==> src/rtl/mem_if_multibeat.sv <==
// mem_if_multibeat
//   Serialises one CPU load/store of 1..DW/MW beats into consecutive MW-wide
//   SRAM accesses. Load data is assembled beat by beat and sign- or
//   zero-extended on completion. Each beat has a timeout, and an illegal size
//   is reported as an error without touching memory.
//
// Ports
//   clk, reset             single clock, synchronous active-high reset
//   req_valid/req_ready    request handshake; ready only while idle
//   req_we/size/signed     store flag, beats = 1<<size, load extension mode
//   req_addr/req_wdata     address of beat 0, store data (beat k = slice k)
//   resp_done/resp_err     one-cycle completion pulse and its error flag
//   resp_rdata             load result, held until the next acceptance
//   mem_we/mem_re          level strobes, held until mem_resp
//   mem_addr/mem_wdata     beat address and write data
//   mem_rdata/mem_resp     beat read data and beat-complete indication
module mem_if_multibeat #(
  parameter int DW      = 16,
  parameter int MW      = 8,
  parameter int AW      = 14,
  parameter int TIMEOUT = 15
) (
  input  logic          clk,
  input  logic          reset,
  input  logic          req_valid,
  output logic          req_ready,
  input  logic          req_we,
  input  logic [1:0]    req_size,
  input  logic          req_signed,
  input  logic [AW-1:0] req_addr,
  input  logic [DW-1:0] req_wdata,
  output logic          resp_done,
  output logic          resp_err,
  output logic [DW-1:0] resp_rdata,
  output logic          mem_we,
  output logic          mem_re,
  output logic [AW-1:0] mem_addr,
  output logic [MW-1:0] mem_wdata,
  input  logic [MW-1:0] mem_rdata,
  input  logic          mem_resp
);

  localparam int MAXB = DW / MW;
  localparam int BW   = (MAXB > 1) ? $clog2(MAXB) : 1;
  // Timeout counter only has to hold 0..TIMEOUT-1.
  localparam int TW   = (TIMEOUT > 1) ? $clog2(TIMEOUT) : 1;

  typedef enum logic [1:0] {
    ST_IDLE   = 2'd0,
    ST_STROBE = 2'd1,
    ST_GAP    = 2'd2,
    ST_DONE   = 2'd3
  } state_t;

  state_t          state_r;
  state_t          state_s;
  logic            we_r;
  logic [1:0]      size_r;
  logic            signed_r;
  logic [AW-1:0]   addr_r;
  logic [DW-1:0]   wdata_r;
  logic [BW-1:0]   beat_r;
  logic [TW-1:0]   tmo_r;
  logic            err_r;
  logic [DW-1:0]   rdata_r;

  logic            last_s;
  logic            tmo_hit_s;
  logic [AW-1:0]   beat_addr_s;
  logic [DW-1:0]   merged_s;

  // True when the requested beat count fits in the CPU data width.
  function automatic logic size_ok(input logic [1:0] size);
    return ((32'd1 << size) <= 32'(MAXB));
  endfunction

  // Replicates bit[beats*MW-1] (signed) or zero above the loaded beats.
  function automatic logic [DW-1:0] extend_load(input logic [DW-1:0] data,
                                                input logic [1:0]    size,
                                                input logic          sgn);
    logic [DW-1:0] res;
    int            nbits;
    logic          fill;
    nbits = MW << size;
    fill  = sgn & data[nbits-1];
    for (int i = 0; i < DW; i++) begin
      res[i] = (i >= nbits) ? fill : data[i];
    end
    return res;
  endfunction

  assign last_s      = (32'(beat_r) == ((32'd1 << size_r) - 32'd1));
  assign tmo_hit_s   = (tmo_r == TW'(TIMEOUT - 1));
  // Address wraps naturally at AW bits.
  assign beat_addr_s = addr_r + AW'(beat_r);
  assign resp_rdata  = rdata_r;

  // Load data with the arriving beat merged into its slot.
  always_comb begin
    merged_s = rdata_r;
    merged_s[beat_r*MW +: MW] = mem_rdata;
  end

  // State register.
  always_ff @(posedge clk) begin
    if (reset) begin
      state_r <= ST_IDLE;
    end else begin
      state_r <= state_s;
    end
  end

  // Next-state logic.
  always_comb begin
    state_s = state_r;
    case (state_r)
      ST_IDLE: begin
        if (req_valid) begin
          state_s = size_ok(req_size) ? ST_STROBE : ST_DONE;
        end else begin
          state_s = ST_IDLE;
        end
      end
      ST_STROBE: begin
        if (mem_resp) begin
          state_s = last_s ? ST_DONE : ST_GAP;
        end else if (tmo_hit_s) begin
          state_s = ST_DONE;
        end else begin
          state_s = ST_STROBE;
        end
      end
      ST_GAP:  state_s = ST_STROBE;
      ST_DONE: state_s = ST_IDLE;
      default: state_s = ST_IDLE;
    endcase
  end

  // Outputs decoded from the registered state and latched request.
  always_comb begin
    req_ready = 1'b0;
    resp_done = 1'b0;
    resp_err  = 1'b0;
    mem_we    = 1'b0;
    mem_re    = 1'b0;
    mem_addr  = '0;
    mem_wdata = '0;
    case (state_r)
      ST_IDLE: req_ready = 1'b1;
      ST_STROBE: begin
        mem_we    = we_r;
        mem_re    = ~we_r;
        mem_addr  = beat_addr_s;
        mem_wdata = wdata_r[beat_r*MW +: MW];
      end
      ST_GAP: req_ready = 1'b0;
      ST_DONE: begin
        resp_done = 1'b1;
        resp_err  = err_r;
      end
      default: req_ready = 1'b0;
    endcase
  end

  // Request latch, beat/timeout counters and load-data assembly.
  always_ff @(posedge clk) begin
    if (reset) begin
      we_r     <= 1'b0;
      size_r   <= 2'd0;
      signed_r <= 1'b0;
      addr_r   <= '0;
      wdata_r  <= '0;
      beat_r   <= '0;
      tmo_r    <= '0;
      err_r    <= 1'b0;
      rdata_r  <= '0;
    end else begin
      case (state_r)
        ST_IDLE: begin
          if (req_valid) begin
            we_r     <= req_we;
            size_r   <= req_size;
            signed_r <= req_signed;
            addr_r   <= req_addr;
            wdata_r  <= req_wdata;
            beat_r   <= '0;
            tmo_r    <= '0;
            err_r    <= ~size_ok(req_size);
            rdata_r  <= '0;
          end
        end
        ST_STROBE: begin
          if (mem_resp) begin
            tmo_r <= '0;
            if (!we_r) begin
              // Extension is folded into the final beat so DONE sees the result.
              rdata_r <= last_s ? extend_load(merged_s, size_r, signed_r) : merged_s;
            end
            if (!last_s) begin
              beat_r <= beat_r + BW'(1);
            end
          end else if (tmo_hit_s) begin
            err_r   <= 1'b1;
            rdata_r <= '0;
          end else begin
            tmo_r <= tmo_r + TW'(1);
          end
        end
        ST_GAP:  tmo_r <= '0;
        ST_DONE: err_r <= err_r;
        default: tmo_r <= '0;
      endcase
    end
  end

endmodule

==> config.mk <==
export PLATFORM = sky130hd
export DESIGN_NAME = mem_if_multibeat
export DESIGN_NICKNAME = d
export VERILOG_FILES = /design/src/rtl/mem_if_multibeat.sv
export SDC_FILE = /design/constraint.sdc
export NUM_CORES = 1
export LEC_CHECK = 0
export CAP_MARGIN = 0
export CORE_ASPECT_RATIO = 2
export CORE_MARGIN = 8
export CORE_UTILIZATION = 46
export DETAILED_ROUTE_END_ITERATION = 8
export PLACE_DENSITY_LB_ADDON = 0.25
export SYNTH_ARGS = -nofsm -noshare
export SYNTH_HDL_FRONTEND = slang
export SYNTH_SLANG_ARGS = --single-unit
==> constraint.sdc <==
create_clock -name clk -period 3.2 [get_ports clk]
set_clock_uncertainty 0.2 [all_clocks]
set_input_delay 0.32 -clock clk [delete_from_list [all_inputs] [get_ports clk]]
set_output_delay 0.32 -clock clk [all_outputs]
set_load 0.01 [all_outputs]
* Word level (Yosys, flattened, before mapping)
Index checks and enable logic that the tools add are counted.
Word-level totals: register bits 58, input bits 46, output and inout port bits 43, logic and storage cells 115
Cells by class: $add $sub $neg 6, $lt $le $gt $ge 18, equality and inequality tests 13, shift operators 6, multiplexer cells 51, bitwise logic cells 3, reductions and logical operators 8
Operator list (number):
- 5-bit by 32-bit greater-or-equal comparator with 1-bit output (first input constant) | 8
- 4-bit by 32-bit greater-or-equal comparator with 1-bit output (first input constant) | 4
- 16-bit 2-to-1 mux | 5
- 3-bit by 32-bit greater-or-equal comparator with 1-bit output (first input constant) | 2
- 1-bit by 2-bit << shifter with 32-bit output (first input constant) | 2
- 4-bit negator with 34-bit output | 1
- 8-bit by 34-bit variable shift with 16-bit output (first input constant) | 1
- 8-bit by 34-bit indexed part select with 16-bit output | 1
- 1-bit by 32-bit equality test with 1-bit output | 1
- 1-bit by 32-bit greater-or-equal comparator with 1-bit output (first input constant) | 1
- 2-bit by 32-bit greater-or-equal comparator with 1-bit output (first input constant) | 1
- 32-bit by 2-bit less-or-equal comparator with 1-bit output (second input constant) | 1
- 32-bit by 6-bit < comparator with 1-bit output (second input constant) | 1
- 16-bit case mux with 2 select lines | 1
- 4-bit by 2-bit << shifter with 32-bit output (first input constant) | 1
- 32-bit by 1-bit subtractor with 32-bit output (second input constant) | 1
- 32-bit by 2-bit subtractor with 32-bit output (second input constant) | 1
- 1-bit 2-to-1 mux | 30
- 16-bit bitwise mux | 1
- 16-bit by 5-bit indexed part select with 8-bit output | 1
- 14-bit by 1-bit adder with 14-bit output | 1
- 14-bit 2-to-1 mux | 1
- 4-bit 2-to-1 mux | 3
- 4-bit case mux with 3 select lines | 1
- other kinds (20) | 34

* Depth between registers and ports, before layout
Gate-level depths: netlist (run 1).
depth after elaboration 12, gate-level depth with buffers 9

* Worst setup path after synthesis (run 1)
OpenSTA, ideal clock, no wires.
path kind reg2reg, start point register size_r[0], end point register rdata_r[15] (netlist: resp_rdata[15]), library setup time 0.117 ns, arrival time 1.866 ns, slack 1.018 ns, stages on the path, launching flop included 8, cell sequence dfxtp_1 or2_2 ha_1 or3_1 nor3_1 a211o_1 nor2_1 a22o_1
Between the ends: longest elaborated chain between the ends 11, elaborated cells on any way between the ends 15, those cells by class add/sub (2); order compare (1); eq/ne (1); shift (2); mux (8); bitwise (1)
RTL lines:
- start: declaration | line 58 | logic [1:0] size_r;
- start signal: assignment | line 182 | size_r <= req_size;
- 4-bit by 2-bit << shifter with 32-bit output | line 84 | nbits = MW << size;
- 32-bit by 2-bit subtractor with 32-bit output | line 85 | fill = sgn & data[nbits-1];
- 1-bit binary-select mux with 4-bit select | line 85
- 1-bit 2-to-1 mux (implied by the code) (2 in a row) | line 85
- 1-bit bitwise AND | line 85
- 1-bit 2-to-1 mux | line 87 | res[i] = (i >= nbits) ? fill : data[i];
- 16-bit 2-to-1 mux * | line 197 | rdata_r <= last_s ? extend_load(merged_s, size_r, signed_r) : merged_s;
- 16-bit 2-to-1 mux * | line 195 | if (!we_r) begin
- 16-bit 2-to-1 mux * | line 193 | if (mem_resp) begin
- 16-bit case mux with 2 select lines * | line 178 | case (state_r)
- end signal: assignment | line 197
- end: declaration | line 65 | logic [DW-1:0] rdata_r;
Mark *: on every way between the ends. The rest lies on a longest branch, timed or not. The select of a mux whose other input is x is not followed. A chain may end at the register's enable or synchronous reset.

* Worst setup path after layout (run 1)
start point register addr_r[2], end point output port mem_addr[13]
Between the ends: longest elaborated chain between the ends 2
RTL lines:
- start: declaration | line 60 | logic [AW-1:0] addr_r;
- start signal: assignment | line 184 | addr_r <= req_addr;
- 14-bit by 1-bit adder with 14-bit output | line 95 | assign beat_addr_s = addr_r + AW'(beat_r);
- 14-bit 2-to-1 mux | line 148 | case (state_r)
- end: declaration | line 37 | output logic [AW-1:0] mem_addr,
Every way passes these cells.

==> results of run 1 <==
cell usage after synthesis (2+ instances only):
cell type   n  area (um2)
a21oi_1    44         220
a31oi_1     2        12.5
and2_1      7        43.8
and3_1      6        37.5
and4_1      2        17.5
buf_2       6        30.0
clkbuf_1   14        52.6
dfxtp_1    58        1160
ha_1        6        75.1
inv_1       9        33.8
mux2i_1    18         180
nand2_1    79         297
nand2b_1    4        25.0
nand3_1     7        35.0
nand4_1     4        25.0
nor2_1     41         154
nor3_1      3        15.0
nor3b_1     2        15.0
o21ai_0     5        25.0
o21ai_1     2        10.0
o22a_1      7        61.3
or3_1       2        12.5
xnor2_1     2        17.5
xor2_1     12         105
tightest hold or removal path, stage by stage, from the launching register on:
cell and delay, ns:
dfxtp_1 0.30, nand2_1 0.05, a21oi_1 0.05
state kept, by name, summed over array words and instances (netlist names):
signal	cells
wdata_r	16
we_r	1
tmo_r	4
beat_r	1
signed_r	1
size_r	2
state_r	2
addr_r	14
err_r	1
resp_rdata	16
path summary, 6_finish.rpt:
path | endpoint | slack [ns] | cells after the start
setup reg to reg | resp_rdata[15] | 0.77 | 9
hold / removal | wdata_r[12] | 0.25 | 2
setup / recovery | mem_addr[13] | 0.44 | 6
hold reg to reg | wdata_r[12] | 0.25 | 2
metrics by stage:
stage / area [um2] / worst slack (ns)
after global placement: 3730 / 0.814
after detailed placement: 3730 / 0.776
after global routing: 4050 / 0.257
after CTS: 4050 / 0.429
final: 4050 / 0.443
after floorplan: 2830 / 1.02
per-layer routing:
| layer | vias up | track usage, % |
|---|---|---|
| li1 | 1383 | - |
| met3 | 16 | 6.71 |
| met4 | 0 | 9.27 |
| met1 | 1287 | 18.0 |
| met5 | - | 0 |
| met2 | 86 | 33.1 |
final cells by class:
type                    instances  area, um2  share of cell area [%]
well taps                      63       78.8                    1.95
clock buffers                  10        239                    5.90
multi-input cells             273       1540                    38.0
inverters                       9       33.8                   0.835
clock inverters                 6       80.1                    1.98
flip-flops and latches         58       1160                    28.7
repair buffers                 93        918                    22.7
cells by family (layout without fill, tap and decap cells):
kind of cell,after synthesis,count (layout),synth area share (%)
buf+inv,30,118,4.52
other cells,1,1,0.133
mux,19,19,6.78
simple gates,164,164,25.9
flops,58,58,41.1
fa+ha+maj,6,6,2.66
compound gates,69,69,14.6
xor+xnor,14,14,4.34
report_power, final:
part / switching [W] / leakage (nW) / internal (W)
Sequential: 0.0000363 / 0.474 / 0.000771
Clock: 0.000330 / 0.162 / 0.000696
Combinational: 0.000184 / 0.975 / 0.000173
Total: 0.000550 / 1.61 / 0.00164
==> results.yml, run 1 <==
die:
  die_w_um: 71.4
  die_area_um2: 9060
  rows: 40
  core_um2: 5960
  die_y_um: 127
  initial_utilization_pct: 47.4
  io_pins: 89
place:
  place_congestion: 0.817
  io_buffers: 88
  place_inst: 496
  hpwl_um: 6090
synth:
  synth-edff-count: 0
  synth_nets: 413
  yosysWarnings: 0
  seq_area_frac_synth_pct: 41.1
  ys_types: 43
  syn_inst: 361
  syn_area_per_cell_um2: 7.83
  async_reset_ff_share_pct: 0
  yosys_most_used_dff: "dfxtp_1"
  synth_area_um2: 2830
  synth.ff_latch_count: 58
detailed_routing:
  vias: 2772
  met2_length_um: 4420
  wl_met3_um: 549
  drt-pass1-iter-count: 4
  postRouteAntennaNets: 0
  viasPerCell: 5.41
  drc: 0
  initialDrtViolationCount: 200
  wl_met1_um: 3050
  routed_wl_um: 8220
  maxUsedRoutingLayer: "met4"
  wl_per_cell_um: 16.0
finish:
  final_nets: 496
  area_growth_pct: 43.3
  final_cell_mix: "88 x clkdlybuf4s50_1, 79 x nand2_1, 58 x dfxtp_1"
  diodes: 0
  final_layout_size_suffix_gt1_share_pct: 5.79
  fillerInstances: 522
  mostFrequentLayoutCell: "clkdlybuf4s50_1"
  utilization_pct: 68.0
  final_cells: 512
setup_path:
  crit_chain: "and4_1, and4_1, nand3_1, xor2_1, nor2_1, clkdlybuf4s50_1"
  path_buf_inv: 1
  r2r-start: "size_r[0]"
  cp.required_ns: 2.68
  path_common_cell: "and4_1"
  cpPeakStageDelay_ns: 0.57
  slowest_stage: "clkdlybuf4s50_1"
  cp_top_family: "simple AND/OR/NAND/NOR gates"
  critPathKind: "flop to output port"
  crit_path_max_fanout: 6
  cp.arrival_ns: 2.24
  end_kind: "output port"
  cp-start-kind: "flop"
  startpoint: "addr_r[2]"
pwr:
  finalPower_w: 0.00219
  power_density_nw_per_um2: 541
  power_leakage_nw: 1.61
  ir_worst_vdd_mv: 0.428
sta:
  relSlewSlack_pct: 43.3
  finalHoldViolations: 0
  worstMarginPinSlew_ns: 0.850
  setup_viol: 0
  max_freq_mhz: 363
  setup_tns_ns: 0
  period_minus_slack_ns: 2.76
  fin_hold_ws_ns: 0.254
  slew_viol_final: 0
  rsz0062_at_grt: "no"
  fin_crit_sh_pct: 86.1
global_routing:
  grt_use_total_pct: 18.5
  grt_max_degree: 35
  grt_overflow_total: 0
  grt_pass1_vias: 2819
  grt_pass1_wl_um: 13300
  antenna_found_initial: 0
clock_network:
  cts-root-buf: "clkbuf_16"
  clock_sinks: 58
  clock_path_buffers: 2
  ctsResizeCount: 0
  cts.reportedPaths.clkPinSlew_ns: 0.05
  cts_tree: "yes"
  cts_buffers: 9
  ctsHoldBuffers: 0
  post_cts_buffers: 0
  cts_htree_levels: 3
  clk-insertion-delay-late_ns: 0.33
worst_hold_path:
  worstHoldStart: "wdata_r[12]"
  hold_path_class: "flop to flop"
run:
  cap_viol_max_count: 0
run_status:
  status: "finished clean"
Note: power is estimated with default switching activity, not from simulation.
==> run 2, diff against run 1 <==
Settings changed: CTS_CLUSTER_SIZE set to 30, SKIP_LAST_GASP set to 1.
==> results of run 2 <==
Final layout, timing and power as in run 1 (identical DEF).
